==> src/rtl/counter_seq_pkg.sv <==
// counter_seq_pkg: shared state encoding and defaults for the counter sequencer
package counter_seq_pkg;
    localparam int DIV_W_DEF = 16;
    typedef enum logic [2:0] {S_IDLE, S_CLEAR, S_STEP, S_RUN, S_PAUSE, S_DONE} state_t;
endpackage

==> src/rtl/counter_seq_tick.sv <==
// counter_seq_tick: prescaler producing one tick every div+1 enabled cycles
module counter_seq_tick #(
    parameter int DIV_W = 16
) (
    input  logic             clk_100M,
    input  logic             rst_n,
    input  logic             en,
    input  logic             clr,
    input  logic [DIV_W-1:0] div,
    output logic             tick
);
    logic [DIV_W-1:0] presc;
    assign tick = presc == div;
    always_ff @(posedge clk_100M or negedge rst_n)
        if (!rst_n) presc <= '0;
        else if (clr) presc <= '0;
        else if (en) presc <= tick ? '0 : presc + 1'b1;
endmodule

==> src/rtl/counter_seq_ctrl.sv <==
// counter_seq_ctrl: start/stop/pause/step sequencer driving counter_en and counter_clr
module counter_seq_ctrl
    import counter_seq_pkg::*;
#(
    parameter int DIV_W = DIV_W_DEF
) (
    input  logic             clk_100M,
    input  logic             rst_n,
    input  logic             start,
    input  logic             stop,
    input  logic             pause,
    input  logic             step,
    input  logic             one_shot,
    input  logic [DIV_W-1:0] div,
    input  logic [3:0]       target,
    input  logic [3:0]       counter,
    output logic             counter_en,
    output logic             counter_clr,
    output logic             busy,
    output logic             done
);
    state_t           state, state_nxt;
    logic [DIV_W-1:0] div_q;
    logic [3:0]       target_q;
    logic             one_shot_q;
    logic             tick, hit, presc_en, presc_clr;
    assign hit        = one_shot_q && counter == target_q;
    assign presc_en   = state == S_RUN;
    assign presc_clr  = state == S_CLEAR;
    // enable must see the live counter so a one-shot run stops exactly on target
    assign counter_en = state == S_STEP || (state == S_RUN && tick && !hit);
    counter_seq_tick #(.DIV_W(DIV_W)) u_tick (
        .clk_100M (clk_100M),
        .rst_n    (rst_n),
        .en       (presc_en),
        .clr      (presc_clr),
        .div      (div_q),
        .tick     (tick)
    );
    always_comb begin
        state_nxt = state;
        case (state)
            S_IDLE:  state_nxt = stop ? S_IDLE : start ? S_CLEAR : step ? S_STEP : S_IDLE;
            S_CLEAR: state_nxt = stop ? S_IDLE : S_RUN;
            S_STEP:  state_nxt = S_IDLE;
            S_RUN:   state_nxt = stop ? S_IDLE : hit ? S_DONE : pause ? S_PAUSE : S_RUN;
            S_PAUSE: state_nxt = stop ? S_IDLE : pause ? S_PAUSE : S_RUN;
            S_DONE:  state_nxt = stop ? S_IDLE : start ? S_CLEAR : S_DONE;
            default: state_nxt = S_IDLE;
        endcase
    end
    always_ff @(posedge clk_100M or negedge rst_n)
        if (!rst_n) begin
            state       <= S_IDLE;
            div_q       <= '0;
            target_q    <= '0;
            one_shot_q  <= 1'b0;
            counter_clr <= 1'b0;
            busy        <= 1'b0;
            done        <= 1'b0;
        end else begin
            state       <= state_nxt;
            counter_clr <= state_nxt == S_CLEAR;
            busy        <= state_nxt inside {S_CLEAR, S_RUN, S_PAUSE, S_STEP};
            done        <= state_nxt == S_DONE;
            if (state_nxt == S_CLEAR) begin
                div_q      <= div;
                target_q   <= target;
                one_shot_q <= one_shot;
            end
        end
endmodule

==> config.mk <==
export PLATFORM = sky130hd
export DESIGN_NAME = counter_seq_ctrl
export DESIGN_NICKNAME = d
export VERILOG_FILES = /design/src/rtl/counter_seq_pkg.sv /design/src/rtl/counter_seq_tick.sv /design/src/rtl/counter_seq_ctrl.sv
export SDC_FILE = /design/constraint.sdc
export NUM_CORES = 1
export LEC_CHECK = 0
export ABC_AREA = 1
export BUFFER_PORTS_ARGS = -buffer_cell sky130_fd_sc_hd__buf_2
export CORE_MARGIN = 1
export CORE_UTILIZATION = 43
export DETAILED_ROUTE_END_ITERATION = 8
export HOLD_SLACK_MARGIN = 0.08
export PLACE_DENSITY = 0.68
export SLEW_MARGIN = 25
export SYNTH_ARGS = -nofsm -noshare
export SYNTH_HDL_FRONTEND = slang
export SYNTH_SLANG_ARGS = --single-unit
==> constraint.sdc <==
create_clock -name clk_100M -period 3.7 [get_ports clk_100M]
set_clock_uncertainty 0.05 [all_clocks]
set_input_delay 0.74 -clock clk_100M [delete_from_list [all_inputs] [get_ports clk_100M]]
set_output_delay 0.74 -clock clk_100M [all_outputs]
set_load 0.05 [all_outputs]
After elaboration in Yosys (flattened, before gate mapping)
Index checks and enable logic that the tools add are counted.
{"block": "op_classes", "addsub": 1, "eq_ne": 12, "mux": 14, "reduce_logical": 8}
{"cell": "$mux 16", "count": 3}
{"cell": "$mux 3", "count": 6}
{"cell": "$add 16x1->16 const B", "count": 1}
{"cell": "$eq 16x16->1", "count": 1}
{"cell": "$pmux 3 s5", "count": 1}
{"cell": "$eq 3x2->1 const B", "count": 4}
{"cell": "$eq 3x3->1 const B", "count": 4}
{"cell": "$mux 2", "count": 4}
{"cell": "$eq 3x1->1 const B", "count": 2}
{"cell": "$eq 4x4->1", "count": 1}
{"cell": "$reduce_bool 4->1", "count": 1}
{"cell": "$logic_and 1x1->1", "count": 3}
{"cell": "$logic_not 3->1", "count": 1}
{"cell": "$reduce_bool 2->1", "count": 1}
{"cell": "$logic_not 1->1", "count": 1}
{"cell": "$logic_or 1x1->1", "count": 1}
{"block": "word_totals", "regBits": 43}

Depth between registers and ports, before layout
Gate-level depths: netlist of run 1.
{"block": "depth", "ltp_word": 7, "ltp_mapped": 13}

By module
From an unflattened synthesis of run 1, not the netlist that was laid out.
{"block": "hier_totals", "hier_cells": 368, "hier_area_um2": 2751.4}
{"mod": "counter_seq_ctrl", "instances": 1, "cells_per_inst": 163, "area_each_um2": 1417.6}
{"mod": "counter_seq_tick", "instances": 1, "cells_per_inst": 205, "area_each_um2": 1333.8}

Worst setup path before layout of run 1
No wires, ideal clock.
{"block": "synth_path", "path_type": "input -> output", "from": "in counter[3]", "to": "out counter_en", "arrival_time_ns": 1.842, "required_time_ns": 2.910, "setup_slack_ns": 1.068, "cell_stages": 7, "path_buffers": 0, "cell_sequence": "inv_1 -> nand2_1 -> nand2_1 -> nor2_1 -> nand3_1 -> nand2_1 -> o32ai_1"}
{"block": "synth_between", "elab_chain_cells": 5}
{"element": "start: declaration", "line": "counter_seq_ctrl.sv:16", "source": "input logic [3:0] counter,"}
{"element": "$eq 4x4->1", "line": "counter_seq_ctrl.sv:27", "source": "assign hit = one_shot_q && counter == target_q;"}
{"element": "$logic_and 1x1->1", "line": "counter_seq_ctrl.sv:27"}
{"element": "$logic_not 1->1", "line": "counter_seq_ctrl.sv:31", "source": "assign counter_en = state == S_STEP || (state == S_RUN && tick && !hit);"}
{"element": "$logic_and 1x1->1", "line": "counter_seq_ctrl.sv:31"}
{"element": "$logic_or 1x1->1", "line": "counter_seq_ctrl.sv:31"}
{"element": "end: declaration", "line": "counter_seq_ctrl.sv:17", "source": "output logic counter_en,"}
No other way between the ends.

Final worst setup path of run 1
{"block": "layout_path", "from": "reg state[0]", "to": "out counter_en"}
{"block": "layout_between", "elab_chain_cells": 4, "elab_cells_between_ends": 5, "classes_between": "2 x eq/ne; 3 x reduce/logical"}
{"element": "start: declaration", "line": "counter_seq_ctrl.sv:22", "source": "state_t state, state_nxt;"}
{"element": "start signal: assignment", "line": "counter_seq_ctrl.sv:62", "source": "state <= state_nxt;"}
{"element": "$eq 3x2->1", "line": "counter_seq_ctrl.sv:31"}
{"element": "$logic_and 1x1->1 (2 in series)", "line": "counter_seq_ctrl.sv:31"}
{"element": "$logic_or 1x1->1 (*)", "line": "counter_seq_ctrl.sv:31"}
Every way passes the cells marked *; elsewhere a longest branch is shown, timed or not.

==> impl_metrics.ini, run 1 <==
[placement]
port_buffers = 34
placed_area_um2 = 2600
dpl.cell_count = 398
place.gp.congestion = 0.866
hpwlAfterDp_mm = 3.81
place_ws_ns = 1.23

[synth]
yosys.area.top_type = dfrtp_1
yosysSeqAreaShare_pct = 45.3
synth.top_cell.area_share_pct = 45.3
synth-seq-cells = 43
yosys_warnings = 0
syn_nets = 333
synth.area.mux_share_pct = 0
ys_types = 29
netlist_area_um2 = 2380
avgSynthCellArea_um2 = 7.90
yosys.area_share.adder_pct = 0.526
synth_top_family_by_area = simple AND/OR/NAND/NOR gates
synth-xor-area-share_pct = 8.11
synth_compound_area_share_pct = 7.84
synth_area_leaders = dfrtp_1 (45%), nand2_1 (14%), nand4_1 (7.6%)
synthSimpleGateAreaFrac_pct = 29.8
syn_inst = 301

[cts]
clk_pin_slew_ns = 0.08
hold_buffers = 0
clk_latency_ns = 0.29
post-cts-setup-buffer-count = 0
numCtsBuffers = 5
cts-resized-gates = 0
htree_levels = 2
root_buffer = clkbuf_8
cts_tree = built
clock-sinks = 43
clock_path_buffers = 2

[critical_path]
worstPathMaxFanout = 20
critPathCaptureType = primary output
reg2reg_depth = 10
r2r_slack_ns = 1.58
worstPathRequired_ns = 2.91
cp_common_cell = inv_2
critPathKind = reg -> out
cpMaxStageDelayCell = dfrtp_1
critPathArrivalTime_ns = 1.92
reg2reg_to = div_q[14]
critPathLaunchType = register
reg2reg_from = state[0]
cpPeakStageDelay_ns = 0.41
crit_chain = inv_2 -> nor2_2 -> buf_4 -> inv_2 -> nor2_4 -> nand2_1 -> o32ai_1 -> buf_2

[timing]
setup_tns_ns = 0
max_clock_freq_mhz = 369
min_period_ns = 2.71
fin_ws_ns = 0.988
rsz0062_at_grt = no
final-hold-violation-count = 0
fin_crit_sh_pct = 73.3
slew_viol_final = 0
hold_ws_ns = 0.373
tightest_slew_ns = 0.547
relSlewSlack_pct = 63.5
setup_violations = 0

[drt]
drtIter0Drc = 177
routed_wl_mm = 5.28
antenna_left = 0
drc = 0
vias = 2071
wire_per_inst_um = 13.0
dr.pass1.iters = 5
viasPerCell = 5.11

[floorplan]
core_area_um2 = 5200
die_w_um = 76.4
rows = 26
die_area_um2 = 5830
io_pins = 35
start_util_pct = 45.7
die_h_um = 76.4

[pwr]
power_density_nw_per_um2 = 547
ir_drop_mv = 0.260
cellLeakagePower_nw = 1.29
totalPowerFinal_mw = 1.48

[final_layout]
layoutNonFillerInstCount = 405
n_antenna_cell = 0
fin_util_pct = 52.0
final_nets = 367
stdcell_area_um2 = 2710
drive_gt1_share_pct = 16.7
areaGrowthSynthToFinish_pct = 13.9

[global_route]
grt_pass1_vias = 2015
grt_usage_pct = 20.0
overflow = 0
antenna_found_initial = 0
grt_max_degree = 44
grt_pass1_wl_mm = 9.36

[job]
drv_cap = 0

[status]
status = completed

[min_path]
hold_class = in -> async
-- state kept, by name, summed over array words and instances (netlist names) --
register and flops:
busy 1, counter_clr 1, div_q 16, done 1
one_shot_q 1, state 3, target_q 4, u_tick.presc 16
-- per-layer routing --
| layer | global-route usage [%] | up-vias | part of all wire (%) |
|---|---|---|---|
| met5 | 0 | - | 0 |
| met4 | 5.38 | 0 | 1.5 |
| met3 | 3.71 | 9 | 5.2 |
| met2 | 31.9 | 55 | 46 |
| met1 | 28.0 | 950 | 48 |
| li1 | - | 1057 | - |
-- worst max path at each step --
| stage | to | slack (ns) | cells after the start | from |
|---|---|---|---|---|
| 2_1_floorplan | counter_en | 1.07 | 7 | counter[3] |
| 3_3_place_gp | counter_en | 1.26 | 9 | counter[3] |
| 3_5_place_dp | counter_en | 1.23 | 9 | counter[3] |
| 4_1_cts | counter_en | 0.98 | 8 | state[0] |
| 5_1_grt | counter_en | 0.77 | 8 | state[0] |
| 6_report | counter_en | 0.99 | 8 | state[0] |
-- cell usage after synthesis --
| library cell | number |
|---|---|
| dfrtp_1 | 43 |
| a21oi_2 | 1 |
| buf_6 | 2 |
| o221ai_1 | 2 |
| xor2_1 | 9 |
| nor3_1 | 5 |
| inv_2 | 4 |
| ha_1 | 1 |
| o32ai_1 | 1 |
| buf_4 | 1 |
| nand2_1 | 88 |
| nand3_2 | 1 |
| nor2_2 | 1 |
| o21ai_0 | 8 |
| nor2_4 | 1 |
| o21ai_1 | 1 |
| a21oi_1 | 9 |
| buf_2 | 5 |
| or2_2 | 1 |
| xnor2_1 | 13 |
| nand3_1 | 12 |
| nand4_1 | 29 |
| clkbuf_1 | 3 |
| nor2_1 | 19 |
| nand2_2 | 1 |
| inv_1 | 32 |
| a21oi_4 | 1 |
| o22ai_1 | 6 |
| o31ai_1 | 1 |
-- area by class of cell --
cell class              instances  area [um^2]
clock buffers                   5         68.8
clock inverters                 2         37.5
fillers                       510         2500
inverters                      36          135
multi-input cells             211         1100
flip-flops and latches         43         1080
well taps                      70         87.6
repair buffers                 38          203
-- power breakdown --
part	switching (mW)	internal, mW	total (mW)	leakage [nW]
clock	0.162	0.197	0.359	0.0502
combinational	0.258	0.173	0.431	0.675
sequential	0.0975	0.593	0.691	0.564
-- critical path: cells and delay by family, from the launching register on --
family,cells,cell delay (ns)
buf+inv,4,0.75
simple gates,3,0.35
flops,1,0.41
compound gates,1,0.11
-- kinds of logic after synthesis --
family | Yosys count
buffers and inverters | 47
adder cells (fa/ha/maj) | 1
flip-flops | 43
XOR/XNOR | 22
AND/OR/NAND/NOR | 158
AO/OA/AOI/OAI | 30
-- placed cells by master (no fill, tap or decap), drive strengths merged --
| cell type | Yosys | routed |
|---|---|---|
| o221ai | 2 | 2 |
| o21ai | 9 | 9 |
| ha | 1 | 1 |
| inv | 36 | 36 |
| clkbuf | 3 | 5 |
| o32ai | 1 | 1 |
| nand4 | 29 | 29 |
| a21oi | 11 | 11 |
| xnor2 | 13 | 13 |
| o22ai | 6 | 6 |
| nor3 | 5 | 5 |
| bufinv | 0 | 1 |
| o31ai | 1 | 1 |
| nand2 | 89 | 89 |
| nor2 | 21 | 21 |
| or2 | 1 | 1 |
| clkinvlp | 0 | 1 |
| dfrtp | 43 | 43 |
| xor2 | 9 | 9 |
| nand3 | 13 | 13 |
| buf | 8 | 38 |
Note: power is estimated with default switching activity, not from simulation.
==> inputs of run 2 (changes only) <==
==> constraint.sdc (replaced) <==
create_clock -name clk_100M -period 2.75 [get_ports clk_100M]
set_clock_uncertainty 0.05 [all_clocks]
set_input_delay 0.55 -clock clk_100M [delete_from_list [all_inputs] [get_ports clk_100M]]
set_output_delay 0.55 -clock clk_100M [all_outputs]
set_load 0.05 [all_outputs]
==> run 2 against run 1 <==
Via count grew 2.5%. Clock power rose by 64%. First-iteration DRC count increased by 11%. Highest routed layer unchanged. Global-route usage shrank 0.77 points. Routed wire length rose by 0.66%. Utilization rose by 0.82 points. Register-to-register slack worse by 0.79 ns. Critical path depth down 2. Design area up 1.6%. Sequential share of layout area decreased by 0.61 points. Total power grew 42%. Die area stayed put.
==> impl_metrics.ini, run 2 (synthesized netlist as in run 1, its figures left out) <==
[critical_path]
worstPathRequired_ns = 2.15
reg2reg_to = div_q[1]
reg2reg_from = state[2]
r2r_slack_ns = 0.79
critPathLaunchType = register
worstPathMaxFanout = 6
critPathArrivalTime_ns = 1.86
reg2reg_depth = 8
critPathCaptureType = primary output
critPathKind = reg -> out

[global_route]
antenna_found_initial = 0
grtUsageMet1_pct = 26.6
grt_max_degree = 24
grt_util_met2_pct = 30.4
globalRouteMet3Util_pct = 4.43
busiest_layer = met2
overflow = 0
grt_pass1_wl_mm = 8.96
grt_usage_pct = 19.3
grt_pass1_vias = 1924

[final_layout]
multiInputGateArea_um2 = 1100
stdcell_area_um2 = 2750
final_nets = 369
layout_common_cells = nand2_1 (88), dfrtp_1 (43), buf_2 (34), inv_1 (32), nand4_1 (29)
ff_latch_area_um2 = 1080
areaGrowthSynthToFinish_pct = 15.7
n_antenna_cell = 0
nFillCells = 516
layout_commonest_cell = nand2_1
drive_gt1_share_pct = 17.5
top_regs = div_q: 16 flops, u_tick.presc: 16 flops, target_q: 4 flops

[pwr]
ir_drop_mv = 0.434
power_density_nw_per_um2 = 766
cellLeakagePower_nw = 1.31

[timing]
setup_violations = 0
fin_ws_ns = 0.289
fin_crit_sh_pct = 89.5
max_clock_freq_mhz = 406
setup_tns_ns = 0
relSlewSlack_pct = 65.3
min_period_ns = 2.46
slew_viol_final = 0
rsz0062_at_grt = no
tightest_slew_ns = 0.520
final-hold-violation-count = 0

[floorplan]
die_h_um = 76.4
core_area_um2 = 5200
rows = 26
die_area_um2 = 5830
die_w_um = 76.4
io_pins = 35
start_util_pct = 45.7

[cts]
clock-sinks = 43
clock_path_buffers = 2
post-cts-setup-buffer-count = 0
root_buffer = clkbuf_8
numCtsBuffers = 5
hold_buffers = 0
htree_levels = 2
cts_tree = built
clk_latency_ns = 0.30
clk_pin_slew_ns = 0.08
cts-resized-gates = 0

[drt]
vias = 2122
drtIter0Drc = 196
wire_per_inst_um = 13.0
antenna_left = 0
viasPerCell = 5.20
drc = 0
dr.pass1.iters = 5
routed_wl_mm = 5.31

[min_path]
hold_class = in -> async

[status]
status = completed

[placement]
placed_area_um2 = 2610
place_ws_ns = 0.542
hpwlAfterDp_mm = 3.90
port_buffers = 34
place.gp.congestion = 0.888

[job]
drv_cap = 0
[run 2: cell type report]
| type | instances | area share [%] |
|---|---|---|
| inverter | 36 | 4.91 |
| timing repair buffer | 40 | 7.83 |
| clock inverter | 3 | 2.46 |
| multi-input combinational | 211 | 40.0 |
| clock buffer | 5 | 2.50 |
| tap | 70 | 3.18 |
| sequential | 43 | 39.1 |
[run 2: worst max-delay path by stage]
stage	from	end	slack (ns)
2_1_floorplan	u_tick.presc[8]	counter_en	0.39
3_3_place_gp	counter[1]	div_q[1]	0.58
3_5_place_dp	counter[3]	div_q[6]	0.54
4_1_cts	u_tick.presc[8]	counter_en	0.30
5_1_grt	u_tick.presc[8]	counter_en	0.19
6_report	u_tick.presc[8]	counter_en	0.29
[run 2: worst max-delay path: stages (launching register included)]
cell	delay, ns
dfrtp_1	0.47
xnor2_1	0.19
o221ai_1	0.12
nor2_1	0.12
nand3_1	0.19
o32ai_1	0.16
buf_2	0.31
[run 2: per-layer routing]
metal / vias up / wire, um / part of all wire (%)
li1: 1061 / - / -
met1: 979 / 2530 / 48
met2: 74 / 2440 / 46
met3: 8 / 286 / 5.4
met4: 0 / 57 / 1.1
met5: - / 0 / 0
[run 2: power by group]
part	switching (mW)	leakage [nW]	internal (mW)	total, mW
combinational	0.350	0.684	0.234	0.585
sequential	0.136	0.564	0.798	0.934
clock	0.226	0.0644	0.362	0.588
total	0.712	1.31	1.39	2.11
[run 2: per-stage QoR]
stage | total power, mW | std cells | utilization, % | hold WS, ns
6_report | 2.11 | 408 | 52.8 | 0.173
5_1_grt | 2.24 | 408 | 52.8 | 0.212
4_1_cts | 2.12 | 408 | 52.8 | 0.196
3_5_place_dp | 1.54 | 400 | 50.2 | 0.429
3_3_place_gp | 1.52 | 400 | 50.2 | 0.408
2_1_floorplan | 1.37 | 301 | - | 0.204
